$ cat config.mk
export PLATFORM = sky130hd
export DESIGN_NAME = axis_stream_sink_flat
export DESIGN_NICKNAME = d
export VERILOG_FILES = /design/src/rtl/axis_sink_pkg.sv /design/src/rtl/axis_stream_sink_if.sv /design/src/rtl/axis_sink_ready_gen.sv /design/src/rtl/axis_stream_sink.sv /design/src/flat_wrapper.sv
export SDC_FILE = /design/constraint.sdc
export NUM_CORES = 1
export LEC_CHECK = 0
export CAP_MARGIN = 20
export CORE_MARGIN = 2
export CORE_UTILIZATION = 40
export CTS_CLUSTER_DIAMETER = 30
export DETAILED_ROUTE_END_ITERATION = 7
export GPL_ROUTABILITY_DRIVEN = 0
export GPL_TIMING_DRIVEN = 0
export SYNTH_ARGS = -nofsm -noshare
export SYNTH_HDL_FRONTEND = slang
export SYNTH_SLANG_ARGS = --single-unit
$ cat constraint.sdc
create_clock -name aclk -period 3.34 [get_ports aclk]
set_input_delay 0.334 -clock aclk [delete_from_list [all_inputs] [get_ports aclk]]
set_output_delay 0.334 -clock aclk [all_outputs]
set_load 0.01 [all_outputs]
$ cat src/rtl/axis_sink_pkg.sv
// Shared types and helpers for the AXI4-Stream sink.
package axis_sink_pkg;

  localparam logic [1:0] ST_IDLE = 2'd0;
  localparam logic [1:0] ST_RECV = 2'd1;
  localparam logic [1:0] ST_DROP = 2'd2;

  typedef enum logic [1:0] {
    IDLE = ST_IDLE,
    RECV = ST_RECV,
    DROP = ST_DROP
  } sink_state_e;

  typedef struct packed {
    logic tid;
    logic keep;
    logic oversize;
  } pkt_err_t;

  localparam int unsigned KEEP_MAX_W = 128;

  // True when keep is a non-empty run of ones starting at bit 0.
  function automatic logic keep_contiguous(input logic [KEEP_MAX_W-1:0] keep);
    return (keep != '0) && ((keep & (keep + KEEP_MAX_W'(1))) == '0);
  endfunction

endpackage

$ cat src/rtl/axis_stream_sink_if.sv
// AXI4-Stream bundle with master/slave views.
interface axis_stream_sink_if #(
  parameter int unsigned DATA_WIDTH = 32,
  parameter int unsigned ID_WIDTH   = 1,
  parameter int unsigned DEST_WIDTH = 1,
  parameter int unsigned USER_WIDTH = 1
);
  localparam int unsigned BYTES = DATA_WIDTH / 8;

  logic                  tvalid;
  logic                  tready;
  logic [DATA_WIDTH-1:0] tdata;
  logic [BYTES-1:0]      tkeep;
  logic                  tlast;
  logic [ID_WIDTH-1:0]   tid;
  logic [DEST_WIDTH-1:0] tdest;
  logic [USER_WIDTH-1:0] tuser;

  modport master (output tvalid, tdata, tkeep, tlast, tid, tdest, tuser, input tready);
  modport slave  (input tvalid, tdata, tkeep, tlast, tid, tdest, tuser, output tready);
endinterface

$ cat src/rtl/axis_sink_ready_gen.sv
// Rotating tready pattern generator; pointer advances every enabled cycle.
module axis_sink_ready_gen (
  input  logic        aclk,
  input  logic        aresetn,
  input  logic        aclken,
  input  logic        cfg_enable,
  input  logic [15:0] cfg_ready_pattern,
  output logic        tready
);
  logic [3:0] ptr;

  always_ff @(posedge aclk or negedge aresetn) begin
    if (!aresetn) begin
      ptr    <= '0;
      tready <= 1'b0;
    end else if (aclken) begin
      ptr    <= ptr + 4'd1;
      tready <= cfg_enable & cfg_ready_pattern[ptr];
    end
  end
endmodule

$ cat src/rtl/axis_stream_sink.sv
// AXI4-Stream sink: backpressure pattern, per-packet stats and error flags.
// Optional AXIS_SINK_PROTOCOL_CHECK_EN adds a sticky proto_err output.
module axis_stream_sink
  import axis_sink_pkg::*;
#(
  parameter int unsigned C_AXIS_DATA_WIDTH = 32,
  parameter int unsigned C_AXIS_ID_WIDTH   = 1,
  parameter int unsigned C_AXIS_DEST_WIDTH = 1,
  parameter int unsigned C_AXIS_USER_WIDTH = 1,
  parameter int unsigned C_MAX_PKT_BEATS   = 256
) (
  input  logic                                                   aclk,
  input  logic                                                   aresetn,
  input  logic                                                   aclken,
  input  logic                                                   cfg_enable,
  input  logic [15:0]                                            cfg_ready_pattern,
  axis_stream_sink_if.slave                                      s_axis,
  output logic                                                   pkt_done,
  output logic [$clog2(C_MAX_PKT_BEATS):0]                       pkt_beats,
  output logic [$clog2(C_MAX_PKT_BEATS*(C_AXIS_DATA_WIDTH/8)):0] pkt_bytes,
  output logic [15:0]                                            pkt_checksum,
  output logic [C_AXIS_ID_WIDTH-1:0]                             pkt_id,
  output logic [C_AXIS_DEST_WIDTH-1:0]                           pkt_dest,
  output logic [2:0]                                             pkt_err,
  output logic [31:0]                                            pkt_count
`ifdef AXIS_SINK_PROTOCOL_CHECK_EN
  ,
  output logic                                                   proto_err
`endif
);
  localparam int unsigned BYTES  = C_AXIS_DATA_WIDTH / 8;
  localparam int unsigned BEAT_W = $clog2(C_MAX_PKT_BEATS) + 1;
  localparam int unsigned BYTE_W = $clog2(C_MAX_PKT_BEATS * BYTES) + 1;
  localparam logic [BEAT_W-1:0] MAX_BEATS = BEAT_W'(C_MAX_PKT_BEATS);
  localparam logic [BYTE_W-1:0] MAX_BYTES = BYTE_W'(C_MAX_PKT_BEATS * BYTES);

  sink_state_e                  state, n_state;
  logic [BEAT_W-1:0]            acc_beats, n_beats;
  logic [BYTE_W-1:0]            acc_bytes, n_bytes, beat_bytes, byte_total;
  logic [15:0]                  acc_sum, n_sum, beat_sum;
  pkt_err_t                     acc_err, n_err;
  logic [C_AXIS_ID_WIDTH-1:0]   first_id, n_id;
  logic [C_AXIS_DEST_WIDTH-1:0] first_dest, n_dest;
  logic                         accept, keep_err, over;
  logic [C_AXIS_USER_WIDTH-1:0] unused_tuser;

  assign unused_tuser = s_axis.tuser;

  axis_sink_ready_gen u_ready_gen (
    .aclk              (aclk),
    .aresetn           (aresetn),
    .aclken            (aclken),
    .cfg_enable        (cfg_enable),
    .cfg_ready_pattern (cfg_ready_pattern),
    .tready            (s_axis.tready)
  );

  assign accept = aclken & s_axis.tvalid & s_axis.tready;

  always_comb begin
    beat_sum   = '0;
    beat_bytes = BYTE_W'($countones(s_axis.tkeep));
    for (int unsigned i = 0; i < BYTES; i++) begin
      if (s_axis.tkeep[i]) beat_sum = beat_sum + {8'd0, s_axis.tdata[8*i +: 8]};
    end
    keep_err = s_axis.tlast ? !keep_contiguous(KEEP_MAX_W'(s_axis.tkeep))
                            : (s_axis.tkeep != '1);
  end

  // Next accumulator values assuming the current beat is accepted.
  always_comb begin
    n_beats    = acc_beats;
    n_bytes    = acc_bytes;
    n_sum      = acc_sum;
    n_err      = acc_err;
    n_id       = first_id;
    n_dest     = first_dest;
    byte_total = '0;
    over       = 1'b0;
    if (state == IDLE) begin
      n_beats = BEAT_W'(1);
      n_bytes = beat_bytes;
      n_sum   = beat_sum;
      n_err   = '{tid: 1'b0, keep: keep_err, oversize: 1'b0};
      n_id    = s_axis.tid;
      n_dest  = s_axis.tdest;
    end else begin
      over           = (acc_beats == MAX_BEATS);
      byte_total     = acc_bytes + beat_bytes;
      n_beats        = over ? acc_beats : acc_beats + BEAT_W'(1);
      n_bytes        = (byte_total > MAX_BYTES) ? MAX_BYTES : byte_total;
      n_sum          = acc_sum + beat_sum;
      n_err.tid      = acc_err.tid | (s_axis.tid != first_id) | (s_axis.tdest != first_dest);
      n_err.keep     = acc_err.keep | keep_err;
      n_err.oversize = acc_err.oversize | over;
    end
    if (s_axis.tlast)        n_state = IDLE;
    else if (n_err.oversize) n_state = DROP;
    else                     n_state = RECV;
  end

  always_ff @(posedge aclk or negedge aresetn) begin
    if (!aresetn) begin
      state        <= IDLE;
      acc_beats    <= '0;
      acc_bytes    <= '0;
      acc_sum      <= '0;
      acc_err      <= '0;
      first_id     <= '0;
      first_dest   <= '0;
      pkt_done     <= 1'b0;
      pkt_beats    <= '0;
      pkt_bytes    <= '0;
      pkt_checksum <= '0;
      pkt_id       <= '0;
      pkt_dest     <= '0;
      pkt_err      <= '0;
      pkt_count    <= '0;
    end else if (aclken) begin
      pkt_done <= 1'b0;
      if (accept) begin
        state      <= n_state;
        acc_beats  <= n_beats;
        acc_bytes  <= n_bytes;
        acc_sum    <= n_sum;
        acc_err    <= n_err;
        first_id   <= n_id;
        first_dest <= n_dest;
        if (s_axis.tlast) begin
          pkt_done     <= 1'b1;
          pkt_beats    <= n_beats;
          pkt_bytes    <= n_bytes;
          pkt_checksum <= n_sum;
          pkt_id       <= n_id;
          pkt_dest     <= n_dest;
          pkt_err      <= n_err;
          pkt_count    <= pkt_count + 32'd1;
        end
      end
    end
  end

`ifdef AXIS_SINK_PROTOCOL_CHECK_EN
  logic                         prev_stall;
  logic [C_AXIS_DATA_WIDTH-1:0] prev_data;
  logic [BYTES-1:0]             prev_keep;
  logic                         prev_last;
  logic [C_AXIS_ID_WIDTH-1:0]   prev_id;
  logic [C_AXIS_DEST_WIDTH-1:0] prev_dest;

  // A beat stalled last cycle must still be presented unchanged.
  always_ff @(posedge aclk or negedge aresetn) begin
    if (!aresetn) begin
      prev_stall <= 1'b0;
      prev_data  <= '0;
      prev_keep  <= '0;
      prev_last  <= 1'b0;
      prev_id    <= '0;
      prev_dest  <= '0;
      proto_err  <= 1'b0;
    end else if (aclken) begin
      prev_stall <= s_axis.tvalid & ~s_axis.tready;
      prev_data  <= s_axis.tdata;
      prev_keep  <= s_axis.tkeep;
      prev_last  <= s_axis.tlast;
      prev_id    <= s_axis.tid;
      prev_dest  <= s_axis.tdest;
      if (prev_stall && (!s_axis.tvalid || s_axis.tdata != prev_data ||
                         s_axis.tkeep != prev_keep || s_axis.tlast != prev_last ||
                         s_axis.tid != prev_id || s_axis.tdest != prev_dest))
        proto_err <= 1'b1;
    end
  end
`endif

endmodule
$ cat src/flat_wrapper.sv
// flat-port wrapper written by rule: the top's interface ports become plain ports
module axis_stream_sink_flat import axis_sink_pkg::*;
#(
  parameter int unsigned C_AXIS_DATA_WIDTH = 32,
  parameter int unsigned C_AXIS_ID_WIDTH   = 1,
  parameter int unsigned C_AXIS_DEST_WIDTH = 1,
  parameter int unsigned C_AXIS_USER_WIDTH = 1,
  parameter int unsigned C_MAX_PKT_BEATS   = 256
)
  (aclk, aresetn, aclken, cfg_enable, cfg_ready_pattern, pkt_done, pkt_beats, pkt_bytes, pkt_checksum, pkt_id, pkt_dest, pkt_err, pkt_count, s_axis_tvalid, s_axis_tdata, s_axis_tkeep, s_axis_tlast, s_axis_tid, s_axis_tdest, s_axis_tuser, s_axis_tready);
  axis_stream_sink_if s_axis_i ();
  input  logic aclk;
  input  logic aresetn;
  input  logic aclken;
  input  logic cfg_enable;
  input  logic [15:0] cfg_ready_pattern;
  output logic pkt_done;
  output logic [$clog2(C_MAX_PKT_BEATS):0] pkt_beats;
  output logic [$clog2(C_MAX_PKT_BEATS*(C_AXIS_DATA_WIDTH/8)):0] pkt_bytes;
  output logic [15:0] pkt_checksum;
  output logic [C_AXIS_ID_WIDTH-1:0] pkt_id;
  output logic [C_AXIS_DEST_WIDTH-1:0] pkt_dest;
  output logic [2:0] pkt_err;
  output logic [31:0] pkt_count;
  input wire logic [$bits(s_axis_i.tvalid)-1:0] s_axis_tvalid;
  input wire logic [$bits(s_axis_i.tdata)-1:0] s_axis_tdata;
  input wire logic [$bits(s_axis_i.tkeep)-1:0] s_axis_tkeep;
  input wire logic [$bits(s_axis_i.tlast)-1:0] s_axis_tlast;
  input wire logic [$bits(s_axis_i.tid)-1:0] s_axis_tid;
  input wire logic [$bits(s_axis_i.tdest)-1:0] s_axis_tdest;
  input wire logic [$bits(s_axis_i.tuser)-1:0] s_axis_tuser;
  output wire logic [$bits(s_axis_i.tready)-1:0] s_axis_tready;
  assign s_axis_i.tvalid = s_axis_tvalid;
  assign s_axis_i.tdata = s_axis_tdata;
  assign s_axis_i.tkeep = s_axis_tkeep;
  assign s_axis_i.tlast = s_axis_tlast;
  assign s_axis_i.tid = s_axis_tid;
  assign s_axis_i.tdest = s_axis_tdest;
  assign s_axis_i.tuser = s_axis_tuser;
  assign s_axis_tready = s_axis_i.tready;
  axis_stream_sink #(.C_AXIS_DATA_WIDTH(C_AXIS_DATA_WIDTH), .C_AXIS_ID_WIDTH(C_AXIS_ID_WIDTH), .C_AXIS_DEST_WIDTH(C_AXIS_DEST_WIDTH), .C_AXIS_USER_WIDTH(C_AXIS_USER_WIDTH), .C_MAX_PKT_BEATS(C_MAX_PKT_BEATS)) u_core (.aclk(aclk), .aresetn(aresetn), .aclken(aclken), .cfg_enable(cfg_enable), .cfg_ready_pattern(cfg_ready_pattern), .s_axis(s_axis_i), .pkt_done(pkt_done), .pkt_beats(pkt_beats), .pkt_bytes(pkt_bytes), .pkt_checksum(pkt_checksum), .pkt_id(pkt_id), .pkt_dest(pkt_dest), .pkt_err(pkt_err), .pkt_count(pkt_count));
endmodule
==> results.json, run 1 <==
{
  "status": "complete, but fails checks",
  "violations": "negative setup slack",
  "end_kind": "register",
  "n_antenna_cell": 0,
  "clkLatencyLatePin_ns": 0.42,
  "htree_levels": 4,
  "drt_iter0_drc": 508,
  "worstSetupPathType": "in -> reg",
  "first_global_vias": 7246,
  "relSlewSlack": 0.394,
  "hold_viol": 0,
  "dp_hpwl_um": 16100,
  "rsz0062_at_grt": "true",
  "fmax_ghz": 0.188,
  "drv_slew": 0,
  "power_frac_seq": 0.253,
  "via_per_inst": 5.39,
  "num_vias": 7472,
  "hp-class": "in -> reg",
  "ys_types": 79,
  "fin_crit_sh": 1.59,
  "critPathSlowestCell": "or4_4",
  "root_buffer": "clkbuf_16",
  "coreArea_um2": 19500,
  "cap_violations": 0,
  "intPower_w": 0.00505,
  "io_buffers": 132,
  "arrival_ns": 5.61,
  "die_y_um": 145,
  "ys_async_sr_fraction": 1.00,
  "dpl_worst_slack_ns": -3.16,
  "synth-seq-area-share": 0.382,
  "p_sw_w": 0.00297,
  "die_area_um2": 21100,
  "ctsLongestPathBuffers": 2,
  "r2r_cells": 10,
  "fp.dieW_um": 145,
  "yosys_warnings": 0,
  "track_usage": 0.222,
  "drc_errors": 0,
  "cp-endpoint": "u_core.acc_sum[12]",
  "reg2reg_slack_ns": 0.72,
  "setup_ws_ns": -1.97,
  "crit_required_ns": 3.64,
  "cts_tree": "built",
  "syn_nets": 993,
  "initial_core_util": 0.409,
  "fin_util": 0.611,
  "nFillCells": 1663,
  "num_io_pins": 136,
  "fin_cells": 1386,
  "synth_area_per_cell_um2": 9.11,
  "path_clk_slew_ns": 0.06,
  "drive_above_1_share": 0.285,
  "power_w": 0.00802,
  "synth.ff_latch_count": 122,
  "rows": 51,
  "switching_share": 0.370,
  "grt_max_degree": 78,
  "p_clk_frac": 0.251,
  "cp-startpoint": "s_axis_tkeep[0]",
  "r2r_end": "u_core.acc_bytes[6]",
  "p_leak_nw": 5.01,
  "powerDensity_nw_per_um2": 672,
  "syn_to_final_growth_pct": 49.5,
  "gr-total-overflow": 0,
  "max_stage_delay_ns": 0.49,
  "syn_inst": 877,
  "dp.cells": 1275,
  "tightestPinTransition_ns": 0.910,
  "cts_inserted_buffers": 17,
  "p_comb_frac": 0.497,
  "cp_max_fo": 4,
  "clock_sinks": 122,
  "synth_edf_count": 0,
  "grt_first_pass_wirelength_um": 38100,
  "layout_commonest_cell": "dfrtp_1",
  "setup_viol": 30,
  "wirelength_um": 23600,
  "mostFrequentLayoutCells": "122 x dfrtp_1, 120 x clkdlybuf4s50_1, 118 x nand2_1",
  "wl_per_cell_um": 17.0,
  "drt-pass1-iter-count": 5,
  "fin_nets": 1224,
  "antenna_found_initial": 0,
  "worst_setup_path_start_kind": "input pin",
  "max-vdd-ir-drop_uv": 455,
  "synth_flop_cell": "dfrtp_1",
  "r2r-start": "u_core.acc_bytes[0]",
  "finalClockSkew_ns": 0.0104,
  "fin_crit_ns": 5.31,
  "netlist_area_um2": 7990,
  "antenna_left": 0
}
-- sequential cells by signal, summed over array words and instances (netlist names) --
signal / count
u_core.state: 2
u_core.pkt_count: 32
u_core.pkt_dest: 1
u_core.u_ready_gen.tready: 1
u_core.acc_sum: 16
u_core.first_dest: 1
u_core.pkt_beats: 9
u_core.first_id: 1
u_core.acc_err: 3
u_core.acc_beats: 9
u_core.pkt_err: 3
u_core.pkt_bytes: 11
u_core.acc_bytes: 11
u_core.pkt_checksum: 16
u_core.pkt_done: 1
u_core.u_ready_gen.ptr: 4
u_core.pkt_id: 1
-- what timing repair did --
action                                  in CTS  in global routing
resized for setup                          111                 95
endpoints found under the setup margin      50                 43
buffers inserted                            54                 28
endpoints found under the hold margin       45                  0
hold buffers                                 1                  0
pin swaps                                   66                 53
-- layer usage --
metal	track usage	wire, um	vias to the layer above	part of all wire
li1	-	-	3592	-
met1	0.318	11300	3667	0.48
met2	0.357	11200	184	0.47
met3	0.0277	837	29	0.035
met4	0.0544	316	0	0.013
met5	0	0	-	0
-- synth_stat cells (all sizes together), types with 12 or more instances --
master	number	area, um^2
o21ai	90	465
o21a	15	120
nor2	54	210
nand3	30	163
a21oi	41	209
nand2	127	479
a21o	16	121
buf	12	71.3
clkbuf	29	109
and3	16	105
ha	49	613
xor2	27	236
nor3	19	116
inv	29	109
mux2	12	135
dfrtp	122	3050
o31ai	20	150
xnor2	53	464
-- per-stage QoR --
stage	setup TNS, ns	hold WS, ns	instance area, um^2
2_1_floorplan	-37.13	0.0384	8190
3_3_place_gp	-458.25	0.456	9840
3_5_place_dp	-90.67	0.296	9870
4_1_cts	-40.71	0.230	11400
5_1_grt	-49.03	0.254	11900
6_report	-42.00	0.227	11900
-- worst min-delay path by stage --
stage                    startpoint                   endpoint  slack [ns]  cells past startpoint
5_1_grt                      aclken  u_core.u_ready_gen.ptr[0]        0.25                      2
6_report                     aclken  u_core.u_ready_gen.ptr[0]        0.23                      2
2_1_floorplan               aresetn        u_core.acc_beats[0]        0.04                      0
4_1_cts                      aclken  u_core.u_ready_gen.ptr[0]        0.23                      2
3_5_place_dp                aresetn            u_core.first_id        0.30                      1
3_3_place_gp   u_core.pkt_count[31]       u_core.pkt_count[31]        0.46                      1
-- final cells by class --
class	count	area, um^2	area share
inverters	30	130	0.0109
flip-flops and latches	122	3050	0.256
well taps	265	332	0.0278
clock buffers	17	425	0.0356
multi-input cells	684	5580	0.467
repair buffers	214	1990	0.167
clock inverters	15	216	0.0181
plain buffers	39	208	0.0174
-- critical path: cells and delay by family --
kind            cells  cell delay (ns)
fa+ha+maj           5             1.19
xor+xnor            2             0.15
compound gates     17             2.63
simple gates        5             0.96
buf+inv             4             0.33
-- power groups by stage --
stage,clock network (W),logic [W],registers [W]
2_1_floorplan,0,0.00184,0.00205
3_3_place_gp,0,0.00276,0.00203
3_5_place_dp,0,0.00279,0.00203
4_1_cts,0.00204,0.00332,0.00202
5_1_grt,0.00210,0.00430,0.00207
6_report,0.00201,0.00398,0.00202
-- logic make-up after synthesis --
group	synth area share
AND/OR/NAND/NOR	0.181
AO/OA/AOI/OAI	0.184
flip-flops	0.382
XOR/XNOR	0.0877
buffers and inverters	0.0367
adder cells (fa/ha/maj)	0.0918
multiplexers	0.0373
No activity file was read; power rests on OpenSTA's default activity.
==> inputs of run 2 (changes only) <==
--- a/config.mk
+++ b/config.mk
@@ -10,7 +10,6 @@
 export CORE_UTILIZATION = 40
 export CTS_CLUSTER_DIAMETER = 30
 export DETAILED_ROUTE_END_ITERATION = 7
-export GPL_ROUTABILITY_DRIVEN = 0
 export GPL_TIMING_DRIVEN = 0
 export SYNTH_ARGS = -nofsm -noshare
 export SYNTH_HDL_FRONTEND = slang
==> results of run 2 <==
Same layout as run 1: the final DEF is identical, and so are final timing and power.
==> inputs of run 3 (changes only) <==
--- a/config.mk
+++ b/config.mk
@@ -13,4 +13,5 @@
 export GPL_TIMING_DRIVEN = 0
 export SYNTH_ARGS = -nofsm -noshare
 export SYNTH_HDL_FRONTEND = slang
+export SYNTH_HIERARCHICAL = 1
 export SYNTH_SLANG_ARGS = --single-unit
==> run 3 against run 2 <==
The flow still finishes with violations (negative setup slack). Register-to-register slack got worse by 0.08 ns. Clock power barely moved. Worst hold slack improved by 0.12 ns. Routed wire length fell by 1.3%. Non-clock buffer count is 31 lower. Clock-buffer cell count stayed put. Global-route usage shrank 0.063 points. Largest cell class unchanged.
==> results.json, run 3 <==
{
  "num_io_pins": 136,
  "root_buffer": "clkbuf_16",
  "drt-met1-wl_um": 11200,
  "rsz0062_at_grt": "true",
  "power_frac_seq": 0.254,
  "setup_ws_ns": -2.05,
  "finalWeightedCongestion": 0.843,
  "ys_async_sr_fraction": 1.00,
  "drc_errors": 0,
  "intPower_w": 0.00519,
  "syn_inst": 867,
  "hp-class": "in -> async",
  "status": "complete, but fails checks",
  "setup_tns_ns": -44.51,
  "dr_wl_met3_um": 894,
  "synth.ff_latch_count": 122,
  "drt_iter0_drc": 387,
  "nFillCells": 1703,
  "regMostFlops": "u_core/pkt_count",
  "rows": 51,
  "fp.dieW_um": 145,
  "p_leak_nw": 4.84,
  "antenna_found_initial": 0,
  "fin_crit_ns": 5.39,
  "synth_flop_cell": "dfrtp_1",
  "max-vdd-ir-drop_uv": 412,
  "critPathSlowestCell": "or3_4",
  "p_clk_frac": 0.238,
  "p_sw_w": 0.00318,
  "dp_hpwl_um": 16600,
  "cts_inserted_buffers": 17,
  "n_antenna_cell": 0,
  "synthTopCellsByArea": "dfrtp_1 38%, ha_1 7.4%, nand2_1 5.4%",
  "violations": "negative setup slack",
  "track_usage": 0.221,
  "grt_first_pass_wirelength_um": 37900,
  "coreArea_um2": 19500,
  "wl_per_cell_um": 17.2,
  "first_global_vias": 7136,
  "clock_sinks": 122,
  "worst_setup_path_start_kind": "input pin",
  "worstSetupPathType": "in -> reg",
  "netlist_area_um2": 7980,
  "drv_slew": 0,
  "yosysTopAreaCellShare": 0.383,
  "path_clk_slew_ns": 0.06,
  "arrival_ns": 5.69,
  "mostFrequentLayoutCells": "124 x clkdlybuf4s50_1, 122 x dfrtp_1, 111 x nand2_1",
  "fin_nets": 1187,
  "fmax_ghz": 0.185,
  "setup_viol": 30,
  "multi_input_area_um2": 5540,
  "p_comb_frac": 0.508,
  "tightestPinTransition_ns": 0.776,
  "syn_nets": 981,
  "cap_violations": 0,
  "largest_reg_flops": 32,
  "clkLatencyLatePin_ns": 0.41,
  "hold_slack_ns": 0.352,
  "hold_viol": 0,
  "synth_top_area_cell": "dfrtp_1",
  "synth_edf_count": 0,
  "wirelength_um": 23300,
  "cp_max_fo": 11,
  "relSlewSlack": 0.483,
  "cts_tree": "built",
  "antenna_left": 0,
  "drive_above_1_share": 0.227,
  "grt_max_degree": 98,
  "fin_crit_sh": 1.62,
  "ys_types": 80,
  "max_stage_delay_ns": 0.38,
  "switching_share": 0.380,
  "initial_core_util": 0.408,
  "gr-total-overflow": 0,
  "via_per_inst": 5.34,
  "synth_area_per_cell_um2": 9.20,
  "synth_most_common_cell": "dfrtp_1",
  "die_y_um": 145,
  "synth-seq-area-share": 0.383,
  "reg_top3": "u_core/pkt_count x32, u_core/acc_sum x16, u_core/pkt_checksum x16",
  "synth_common_cells": "122 x dfrtp_1, 115 x nand2_1, 79 x o21ai_0",
  "ctsLongestPathBuffers": 2,
  "end_kind": "register",
  "die_area_um2": 21100,
  "num_vias": 7218,
  "htree_levels": 4,
  "crit_required_ns": 3.63,
  "powerDensity_nw_per_um2": 721,
  "wl_met2_um": 11000,
  "dr.max_layer_used": "met4",
  "drt-pass1-iter-count": 7,
  "finalClockSkew_ns": 0.0119,
  "layout_commonest_cell": "clkdlybuf4s50_1",
  "yosys_warnings": 6,
  "seq_area_um2": 3050,
  "syn_to_final_growth_pct": 45.6,
  "fin_util": 0.595,
  "io_buffers": 134
}
## run 3: cell types whose count changed in the layout (fill, tap and decap cells not counted), moves of 9 or more
cell	delta
o21ai_2	-9
buf_4	-29
nor2_1	+15
a22o_1	+11
## run 3: worst paths after layout
check / from / end / slack [ns] / cells past startpoint
max: s_axis_tkeep[0] / u_core/acc_sum[11] / -2.05 / 30
min reg2reg: u_core/pkt_count[31] / u_core/pkt_count[31] / 0.46 / 1
max in group asynchronous: aresetn / u_core/u_ready_gen/ptr[1] / 2.22 / 3
min in group aclk: u_core/pkt_count[31] / u_core/pkt_count[31] / 0.46 / 1
max reg2reg: u_core/acc_sum[0] / u_core/pkt_checksum[14] / 0.64 / 9
min: aresetn / u_core/pkt_count[7] / 0.35 / 2
## run 3: cells by family after synthesis
group | count (synthesis) | synth area share
xor gates and xnor gates | 72 | 0.0817
muxes | 28 | 0.0424
and+or+nand+nor | 295 | 0.177
adders and majority gates | 53 | 0.0888
DFF | 122 | 0.383
AOI/OAI and AO/OA | 237 | 0.196
buffers and inverters | 60 | 0.0309
## run 3: power by group through the flow
stage          registers (W)  clock network (W)  logic (W)
2_1_floorplan        0.00215                  0    0.00240
3_3_place_gp         0.00212                  0    0.00349
3_5_place_dp         0.00213                  0    0.00352
4_1_cts              0.00212            0.00203    0.00401
5_1_grt              0.00218            0.00210    0.00462
6_report             0.00213            0.00199    0.00426
## run 3: layout make-up
class	instances	area share
buffer	35	0.0132
clock buffer	17	0.0366
clock inverter	15	0.0184
inverter	25	0.00851
multi-input combinational	685	0.477
sequential	122	0.263
tap	265	0.0285
timing repair buffer	187	0.155
## run 3: layer usage
| metal | GRT usage | up-vias |
|---|---|---|
| li1 | - | 3546 |
| met1 | 0.311 | 3503 |
| met2 | 0.361 | 153 |
| met3 | 0.0311 | 16 |
| met4 | 0.0515 | 0 |
| met5 | 0 | - |
## run 3: stage by stage
stage	worst slack [ns]	cell area (um^2)	std cells	power, W
floorplan	-1.94	8330	867	0.00454
global placement	-3.56	10000	1266	0.00561
detailed placement	-3.64	10000	1267	0.00564
CTS	-2.09	11400	1337	0.00815
global route	-2.24	11600	1351	0.00889
finish	-2.05	11600	1351	0.00838
## run 3: timing repair
action,in CTS,in global routing
gates cloned,1,0
hold buffers,1,0
resized for setup,104,39
hold endpoints to repair,25,0
setup endpoints to repair,47,43
setup buffers,36,14
pin swaps,52,47
## run 3: worst max-delay path, delay by kind of cell
kind                     cells  cell delay, ns
AO/OA/AOI/OAI                9            1.68
adder cells (fa/ha/maj)      4            1.03
AND/OR/NAND/NOR              8            1.19
XOR/XNOR                     3            0.41
buffers and inverters        4            0.46
multiplexers                 2            0.57
